[src/rtl/uart_pkg.sv]
// Shared encodings and defaults for the UART packet scheduler.
package uart_pkg;

  typedef enum logic [1:0] {S_IDLE, S_HDR, S_DATA, S_CSUM} state_e;

  localparam logic [7:0]  HDR_BASE_DEF = 8'hA0;
  localparam int unsigned CSUM_W       = 8;

endpackage

[src/rtl/uart_tx_sched_if.sv]
// Producer-side byte streams plus the UART byte handshake, bundled for uart_tx_sched.
interface uart_tx_sched_if #(
  parameter int unsigned NUM_CH = 4
);

  logic [NUM_CH-1:0]   ch_vld;
  logic [NUM_CH*8-1:0] ch_data;
  logic [NUM_CH-1:0]   ch_last;
  logic [NUM_CH-1:0]   ch_rdy;
  logic [7:0]          tx_data;
  logic                tx_vld;
  logic                tx_rdy;

  modport master (
    output ch_vld, ch_data, ch_last, tx_rdy,
    input  ch_rdy, tx_data, tx_vld
  );

  modport slave (
    input  ch_vld, ch_data, ch_last, tx_rdy,
    output ch_rdy, tx_data, tx_vld
  );

endinterface

[src/rtl/rr_arbiter.sv]
// Combinational round-robin pick: first request strictly after ptr, wrapping modulo NUM_CH.
module rr_arbiter #(
  parameter int unsigned NUM_CH = 4
) (
  input  logic [NUM_CH-1:0] req,
  input  logic [3:0]        ptr,
  output logic [NUM_CH-1:0] gnt,
  output logic [3:0]        idx
);

  int unsigned cand;

  // Walk from lowest to highest priority so the highest-priority request overwrites last.
  always_comb begin
    gnt  = '0;
    idx  = '0;
    cand = 0;
    for (int k = NUM_CH; k >= 1; k--) begin
      cand = (int'(ptr) + k) % NUM_CH;
      if (req[cand]) begin
        gnt       = '0;
        gnt[cand] = 1'b1;
        idx       = 4'(cand);
      end
    end
  end

endmodule

[src/rtl/uart_tx_sched.sv]
// Packet-granular round-robin scheduler framing channel payloads (header, bytes, XOR
// trailer) onto a single UART byte stream.
module uart_tx_sched
  import uart_pkg::*;
#(
  parameter int unsigned NUM_CH   = 4,
  parameter logic [7:0]  HDR_BASE = HDR_BASE_DEF,
  parameter bit          TRL_EN   = 1'b1,
  parameter int unsigned MAX_PKT  = 64
) (
  input  logic              clk,
  input  logic              rst,
  uart_tx_sched_if.slave    bus,
  output logic              busy,
  output logic [3:0]        grant_id,
  output logic              pkt_done,
  output logic              trunc
);

  localparam int unsigned IW      = $clog2(NUM_CH);
  localparam logic [7:0]  MAX_CNT = 8'(MAX_PKT);

  state_e            state_q, state_d;
  logic [3:0]        rr_q;
  logic [CSUM_W-1:0] csum_q;
  logic [7:0]        cnt_q;
  logic [7:0]        cnt_inc;
  logic              pkt_done_q;
  logic [NUM_CH-1:0] arb_gnt;
  logic [3:0]        arb_idx;
  logic [IW-1:0]     g;
  logic              req_any;
  logic              xfer;
  logic              data_end;
  logic              pkt_end;

  rr_arbiter #(
    .NUM_CH (NUM_CH)
  ) u_arb (
    .req (bus.ch_vld),
    .ptr (rr_q),
    .gnt (arb_gnt),
    .idx (arb_idx)
  );

  assign g        = grant_id[IW-1:0];
  assign req_any  = |arb_gnt;
  assign xfer     = bus.tx_vld & bus.tx_rdy;
  assign cnt_inc  = cnt_q + 8'd1;
  assign data_end = (state_q == S_DATA) && xfer && (bus.ch_last[g] || (cnt_inc == MAX_CNT));
  assign pkt_end  = TRL_EN ? ((state_q == S_CSUM) && xfer) : data_end;
  assign trunc    = (state_q == S_DATA) && xfer && !bus.ch_last[g] && (cnt_inc == MAX_CNT);
  assign busy     = (state_q != S_IDLE);
  assign pkt_done = pkt_done_q;

  always_ff @(posedge clk) begin
    if (rst) begin
      state_q <= S_IDLE;
    end else begin
      state_q <= state_d;
    end
  end

  always_comb begin
    state_d = state_q;
    unique case (state_q)
      S_IDLE:  if (req_any) state_d = S_HDR;
      S_HDR:   if (xfer) state_d = S_DATA;
      S_DATA:  if (data_end) state_d = TRL_EN ? S_CSUM : S_IDLE;
      S_CSUM:  if (xfer) state_d = S_IDLE;
      default: state_d = S_IDLE;
    endcase
  end

  // Payload is not latched: DATA forwards the granted producer straight to the UART.
  always_comb begin
    bus.tx_vld  = 1'b0;
    bus.tx_data = '0;
    bus.ch_rdy  = '0;
    unique case (state_q)
      S_HDR: begin
        bus.tx_vld  = 1'b1;
        bus.tx_data = HDR_BASE + {4'b0000, grant_id};
      end
      S_DATA: begin
        bus.tx_vld    = bus.ch_vld[g];
        bus.tx_data   = bus.ch_data[{g, 3'b000} +: 8];
        bus.ch_rdy[g] = bus.tx_rdy;
      end
      S_CSUM: begin
        bus.tx_vld  = 1'b1;
        bus.tx_data = csum_q;
      end
      default: ;
    endcase
  end

  always_ff @(posedge clk) begin
    if (rst) begin
      rr_q       <= 4'(NUM_CH - 1);
      grant_id   <= '0;
      csum_q     <= '0;
      cnt_q      <= '0;
      pkt_done_q <= 1'b0;
    end else begin
      pkt_done_q <= pkt_end;
      if ((state_q == S_IDLE) && req_any) grant_id <= arb_idx;
      if ((state_q == S_HDR) && xfer) begin
        csum_q <= '0;
        cnt_q  <= '0;
      end
      if ((state_q == S_DATA) && xfer) begin
        csum_q <= csum_q ^ bus.tx_data;
        cnt_q  <= cnt_inc;
      end
      if (pkt_end) rr_q <= grant_id;
    end
  end

endmodule

[src/flat_wrapper.sv]
// flat-port wrapper written by rule: the top's interface ports become plain ports
module uart_tx_sched_flat import uart_pkg::*;
#(
  parameter int unsigned NUM_CH   = 4,
  parameter logic [7:0]  HDR_BASE = HDR_BASE_DEF,
  parameter bit          TRL_EN   = 1'b1,
  parameter int unsigned MAX_PKT  = 64
)
  (clk, rst, busy, grant_id, pkt_done, trunc, bus_ch_vld, bus_ch_data, bus_ch_last, bus_tx_rdy, bus_ch_rdy, bus_tx_data, bus_tx_vld);
  uart_tx_sched_if #(.NUM_CH(NUM_CH)) bus_i ();
  input  logic clk;
  input  logic rst;
  output logic busy;
  output logic [3:0] grant_id;
  output logic pkt_done;
  output logic trunc;
  input wire logic [$bits(bus_i.ch_vld)-1:0] bus_ch_vld;
  input wire logic [$bits(bus_i.ch_data)-1:0] bus_ch_data;
  input wire logic [$bits(bus_i.ch_last)-1:0] bus_ch_last;
  input wire logic [$bits(bus_i.tx_rdy)-1:0] bus_tx_rdy;
  output wire logic [$bits(bus_i.ch_rdy)-1:0] bus_ch_rdy;
  output wire logic [$bits(bus_i.tx_data)-1:0] bus_tx_data;
  output wire logic [$bits(bus_i.tx_vld)-1:0] bus_tx_vld;
  assign bus_i.ch_vld = bus_ch_vld;
  assign bus_i.ch_data = bus_ch_data;
  assign bus_i.ch_last = bus_ch_last;
  assign bus_i.tx_rdy = bus_tx_rdy;
  assign bus_ch_rdy = bus_i.ch_rdy;
  assign bus_tx_data = bus_i.tx_data;
  assign bus_tx_vld = bus_i.tx_vld;
  uart_tx_sched #(.NUM_CH(NUM_CH), .HDR_BASE(HDR_BASE), .TRL_EN(TRL_EN), .MAX_PKT(MAX_PKT)) u_core (.clk(clk), .rst(rst), .bus(bus_i), .busy(busy), .grant_id(grant_id), .pkt_done(pkt_done), .trunc(trunc));
endmodule
[config.mk]
export PLATFORM = sky130hd
export DESIGN_NAME = uart_tx_sched_flat
export DESIGN_NICKNAME = d
export VERILOG_FILES = /design/src/rtl/uart_pkg.sv /design/src/rtl/uart_tx_sched_if.sv /design/src/rtl/rr_arbiter.sv /design/src/rtl/uart_tx_sched.sv /design/src/flat_wrapper.sv
export SDC_FILE = /design/constraint.sdc
export NUM_CORES = 1
export LEC_CHECK = 0
export CORE_MARGIN = 8
export CORE_UTILIZATION = 42
export CTS_CLUSTER_SIZE = 24
export DETAILED_ROUTE_END_ITERATION = 16
export GPL_TIMING_DRIVEN = 0
export PLACE_DENSITY = 0.77
export SLEW_MARGIN = 20
export SYNTH_ARGS = -nofsm -noshare
export SYNTH_HDL_FRONTEND = slang
export SYNTH_SLANG_ARGS = --single-unit
[constraint.sdc]
create_clock -name clk -period 2.5 [get_ports clk]
set_input_delay 0.625 -clock clk [delete_from_list [all_inputs] [get_ports clk]]
set_output_delay 0.625 -clock clk [all_outputs]
set_load 0.005 [all_outputs]
Word-level counts from Yosys, hierarchy flattened. Cells that the tools add are included.

Output and inout bits: 20. Bits in latches: 0. Input bits: 43. Logic and storage cells: 95. Memory bits (writable): 0. Bits in read-only memories: 0. Flip-flop bits (word level): 25. Memories: 0.

Equal/unequal tests: 8. Multipliers: 0. Divide/modulo/power cells: 0. Magnitude comparators: 10. Bitwise logic cells: 3. Reductions and logical operators: 20. Muxes and demuxes: 41. Shift-type cells: 1. Add/subtract/negate cells: 6.

Operator list (count): two-way mux 4 bit (8); indexed part select 32 x 6 -> 8 bit (1); two-way mux 8 bit (3); case mux 8 bit (3 select lines) (1); less-than comparator 2 x 3 -> 1 bit, second input constant (5); binary-select mux 1 bit (select 2 bit) (6); logical AND 1 bit (12); two-way mux 1 bit (11); demux 1 bit (select 2 bit) (5); >= comparator 2 x 1 -> 1 bit, second input constant (5); two-way mux 2 bit (5); adder 8 x 1 -> 8 bit, second input constant (1); adder 8 x 4 -> 8 bit, first input constant (1); equality test 8 x 7 -> 1 bit, second input constant (1); inequality test 2 x 1 -> 1 bit, second input constant (4); case mux 2 bit (4 select lines) (1); bitwise XOR 8 bit (1); adder 2 x 1 -> 2 bit, second input constant (2); adder 2 bit, second input constant (2); AND 4 bit (1); equality test 2 bit, second input constant (2); AND reduction 4 bit (1); nonzero test 2 bit (2); OR reduction 4 bit (1); 7 further kinds (7).

Longest topological paths before layout.
Depth in word-level cells: 12. Gate-level depth with buffers: 10. Depth with buffers taken out: 8.

Cells and area by module. Synthesis repeated with hierarchy kept, for this count alone.

Cell total of the unflattened synthesis: 274. Area, all modules: 2321.0 µm².

Modules (own cells, without submodules): uart_tx_sched (seq. area each 540.5 µm², area an instance 1779.2 µm², instances 1, cells each 209); rr_arbiter (seq. area each 0.0 µm², area an instance 541.8 µm², instances 1, cells each 65).

Worst setup path before layout. Ideal clock, no wire load.

Path kind: register to register. From: register u_core.rr_q[0]. To: register u_core.grant_id[0]. Setup slack: -0.196 ns. Period minus slack after synthesis: 2.696 ns. Required time: 2.372 ns. Stages on the path, launching flop included: 11. Arrival: 2.568 ns. Buffers on the path: 2. Setup time: 0.128 ns. Cell sequence: dfxtp_1 clkbuf_1 inv_1 ha_1 buf_6 mux2_4 o21ba_1 or3b_1 a311oi_2 mux2i_1 nor2_1.

Cells in the longest elaborated chain, start to end: 11. Elaborated cells on any way between the ends: 42. Classes of those cells: 4 x add/sub; 8 x order compare; 24 x mux; 6 x reduce/logical.

Ends and longest elaborated chain: start, declared (RTL line uart_tx_sched.sv:24) `logic [3:0] rr_q;`; start signal, assigned (RTL line uart_tx_sched.sv:100) `rr_q <= 4'(NUM_CH - 1);`; start signal, assigned (RTL line uart_tx_sched.sv:116) `if (pkt_end) rr_q <= grant_id;`; adder 2 x 1 -> 2 bit (RTL line rr_arbiter.sv:19) `cand = (int'(ptr) + k) % NUM_CH;`; less-than comparator 2 x 3 -> 1 bit (implied by the code) / >= comparator 2 x 1 -> 1 bit (equally long branches) (RTL line rr_arbiter.sv:22) `gnt[cand] = 1'b1;`; logical AND 1 bit (implied by the code) (RTL line rr_arbiter.sv:22); two-way mux 1 bit (implied by the code) (RTL line rr_arbiter.sv:22); demux 1 bit (select 2 bit) (RTL line rr_arbiter.sv:22); two-way mux 4 bit (4 in a row) (RTL line rr_arbiter.sv:20) `if (req[cand]) begin`; OR reduction 4 bit (RTL line uart_tx_sched.sv:47) `assign req_any = |arb_gnt;`; logical AND 1 bit (RTL line uart_tx_sched.sv:107) `if ((state_q == S_IDLE) && req_any) grant_id <= arb_idx;`; end signal, assigned (RTL line uart_tx_sched.sv:107); end, declared (RTL line uart_tx_sched.sv:15) `output logic [3:0] grant_id,`.

Parallel ways exist; a longest one is shown, timed or not. The select of a mux whose other input is x is not followed. A chain may end at the register's enable or synchronous reset.

Worst setup path after layout.
From: register u_core.cnt_q[2]. To: output trunc.

Cells in the longest elaborated chain, start to end: 3.

Ends and longest elaborated chain: start, declared (RTL line uart_tx_sched.sv:26) `logic [7:0] cnt_q;`; start signal, assigned (RTL line uart_tx_sched.sv:114) `cnt_q <= cnt_inc;`; adder 8 x 1 -> 8 bit (RTL line uart_tx_sched.sv:49) `assign cnt_inc = cnt_q + 8'd1;`; equality test 8 x 7 -> 1 bit (RTL line uart_tx_sched.sv:52) `assign trunc = (state_q == S_DATA) && xfer && !bus.ch_last[g] && (cnt_inc == MAX_CNT);`; logical AND 1 bit (RTL line uart_tx_sched.sv:52); end, declared (RTL line flat_wrapper.sv:16) `output logic trunc;`.

No other way between the ends.

==> flow_metrics.env <==
export IMPL_status="finished, violations left"
export IMPL_violations="negative setup slack"
export IMPL_seq_area_frac_synth=0.234
export IMPL_firstDrtPassIters=4
export IMPL_p_switching_uw=749
export IMPL_synth_cells=252
export IMPL_hp_class="register to register"
export IMPL_areaGrowthSynthToFinish_pct=55.8
export IMPL_stdcell_count=391
export IMPL_timing_rr_start="u_core.grant_id[0]"
export IMPL_track_usage=0.175
export IMPL_h_tree_depth=1
export IMPL_hp_start="u_core.csum_q[5]"
export IMPL_grt_max_degree=14
export IMPL_cp_end_kind="output port"
export IMPL_arrival_ns=2.05
export IMPL_clkTransAtPathRegs_ns=0.08
export IMPL_setup_worst_path_class="register to output port"
export IMPL_grt_first_pass_wirelength_mm=10.4
export IMPL_nFillCells=359
export IMPL_hpwl_mm=4.52
export IMPL_setup_viol=1
export IMPL_antenna_found_initial=0
export IMPL_drv_cap=0
export IMPL_synthTopCellsByCount="29 x nand2_1, 27 x nor2_1, 23 x dfxtp_1, 20 x a21oi_1, 13 x clkbuf_1"
export IMPL_start_util=0.425
export IMPL_worst_slack_ns=-0.178
export IMPL_portBuffers=58
export IMPL_grt_pass1_vias=2159
export IMPL_path_cells="buf_6, nand4_1, nor4b_2, nor2_1, a2111oi_4, nor3b_2, buf_2"
export IMPL_clock_skew_ns=0.00622
export IMPL_cp_num_buf_inv=2
export IMPL_ant_nets=0
export IMPL_wl_mm=6.73
export IMPL_final_max_slew_viol_count=0
export IMPL_finalPower_uw=1840
export IMPL_cts_buffer_depth=2
export IMPL_routedWlPerCell_um=17.2
export IMPL_multiInputGateArea_um2=1520
export IMPL_die_h_um=84.4
export IMPL_ys_warnings_count=0
export IMPL_seq_power_share=0.249
export IMPL_async_flop_share=0
export IMPL_yosysMostFrequentCell="nand2_1"
export IMPL_synth_cell_area_um2=1970
export IMPL_num_vias=2276
export IMPL_synth_top_family_by_area="simple AND/OR/NAND/NOR gates"
export IMPL_yosys_register_bits=23
export IMPL_peakVddDrop_uv=305
export IMPL_synth_mux_area_fraction=0.158
export IMPL_critPathLaunch="u_core.cnt_q[2]"
export IMPL_min_to="u_core.csum_q[5]"
export IMPL_final_nets=392
export IMPL_worst_path_max_delay_cell="a2111oi_4"
export IMPL_critPathRequiredTime_ns=1.88
export IMPL_rsz0062_at_grt="yes"
export IMPL_critPathMaxStageDelay_ns=0.40
export IMPL_ioPinCount=63
export IMPL_yosys_area_share_simple=0.239
export IMPL_clock_sinks=23
export IMPL_reg2regPathDepth=13
export IMPL_ctsHoldBuffers=0
export IMPL_synth_edf_count=0
export IMPL_ys_flop_type="dfxtp_1"
export IMPL_yosysTopAreaCell="dfxtp_1"
export IMPL_synth_top_cell_area_share=0.234
export IMPL_critPathLaunchType="register"
export IMPL_pwr_share_clk=0.133
export IMPL_via_per_inst=5.82
export IMPL_clkLatencyLatePin_ns=0.28
export IMPL_intPower_uw=1100
export IMPL_finalCriticalPeriod_ns=2.68
export IMPL_p_comb_frac=0.618
export IMPL_drtIter0Drc=169
export IMPL_post_synth_main_area_contributors="dfxtp_1 23%, mux4_2 11%, ha_1 7.0%"
export IMPL_antenna_cells=0
export IMPL_avgSynthCellArea_um2=7.81
export IMPL_synth_compound_area_frac=0.212
export IMPL_die_w_um=84.4
export IMPL_power_density_nw_per_um2=602
export IMPL_place_congestion=0.857
export IMPL_coreArea_um2=4630
export IMPL_cts_buffers=3
export IMPL_hold_viol_final=0
export IMPL_power_leakage_uw=0.00120
export IMPL_drive_gt1_frac=0.315
export IMPL_cts_tree="done"
export IMPL_synth_cell_types=48
export IMPL_timing_rr_end="u_core.csum_q[2]"
export IMPL_seq_area_um2=490
export IMPL_finalCritPeriodShare=1.07
export IMPL_holdPathStages=1
export IMPL_sw_frac_of_total=0.406
export IMPL_maxSlewHeadroom=0.593
export IMPL_cp_top_family="simple AND/OR/NAND/NOR gates"
export IMPL_synth_xor_area_share=0.00891
export IMPL_numPlacedInstances=365
export IMPL_fmax_mhz=373
export IMPL_rows=25
export IMPL_worst_pin_slew_ns=0.605
export IMPL_drc=0
export IMPL_crit_fanout=4
export IMPL_synthAdderAreaFrac=0.0700
export IMPL_cts_root_buffer="clkbuf_8"
export IMPL_dieArea_um2=7130
export IMPL_overflow=0
export IMPL_rrSetupSlack_ns=0.08
-- per-stage QoR --
stage	area [µm²]	utilization	setup TNS [ns]	hold slack [ns]	setup WS (ns)
after detailed placement	2630	0.568	-10.21	0.460	-1.06
final	3060	0.662	-0.178	0.473	-0.178
after global routing	3060	0.662	-0.392	0.503	-0.339
after CTS	2880	0.621	-0.177	0.474	-0.177
after floorplan	1980	-	0	0.439	0.00250
after global placement	2630	0.568	-9.56	0.447	-1.03
-- power by group through the flow --
stage | registers, µW | clock network [µW] | logic, µW
2_1_floorplan | 439 | 0 | 577
3_3_place_gp | 448 | 0 | 910
3_5_place_dp | 448 | 0 | 921
4_1_cts | 461 | 250 | 1030
5_1_grt | 465 | 266 | 1240
6_report | 459 | 245 | 1140
-- cell families after synthesis --
group                    after synthesis
AND/OR/NAND/NOR                      100
AO/OA/AOI/OAI                         64
buffers and inverters                 33
flip-flops                            23
multiplexers                          18
adder cells (fa/ha/maj)               11
XOR/XNOR                               2
other                                  1
-- timing repair --
action                                 CTS  global route
buffers inserted                        14            12
gates resized for setup                104            36
pin swaps                               12            11
setup endpoints to repair               25            12
endpoints found under the hold margin    0             0
-- state kept, by name (all words and copies together), names as in the netlist --
name             flops
u_core.csum_q        8
u_core.state_q       2
u_core.rr_q          2
u_core.grant_id      2
u_core.cnt_q         8
u_core.pkt_done      1
-- final cells by class --
class,count,share of cell area
Buffer,19,0.0576
Clock buffer,3,0.0135
Clock inverter,1,0.00163
Inverter,10,0.0122
Multi-Input combinational cell,197,0.497
Sequential cell,23,0.160
Tap cell,54,0.0220
Timing Repair Buffer,84,0.236
-- how the worst max path moves through the flow --
stage               depth (start not counted)  slack, ns  endpoint
floorplan                                   6      0.002     trunc
global placement                            7      -1.03     trunc
detailed placement                          7      -1.06     trunc
CTS                                         7      -0.18     trunc
global route                                7      -0.34     trunc
finish                                      7      -0.18     trunc
-- layout by cell type, fill, tap and decap left out, drive strengths merged, types with 2 or more instances in the layout --
master / count
a31oi: 10
dfxtp: 23
nor2: 27
dlygate4sd2: 10
a311oi: 3
mux2i: 6
nor3: 12
and3: 3
dlymetal6s2s: 3
o211ai: 4
nand2: 29
buf: 46
mux2: 2
o21ai: 11
a211oi: 3
conb: 2
nor4: 2
or3: 5
inv: 10
ha: 11
mux4: 10
clkbuf: 12
clkdlybuf4s50: 31
a21oi: 20
nor2b: 3
a222oi: 2
nand3: 7
nand2b: 5
nor3b: 2
clkdlybuf4s15: 4
o21a: 4
-- metal layers --
metal	track usage	vias to the layer above	wire length (µm)
met5	0	-	0
met4	0.0340	0	49
met3	0.0341	9	321
met2	0.323	73	3650
met1	0.203	1107	2700
li1	-	1087	-
Power figures use the tool's default switching activity.
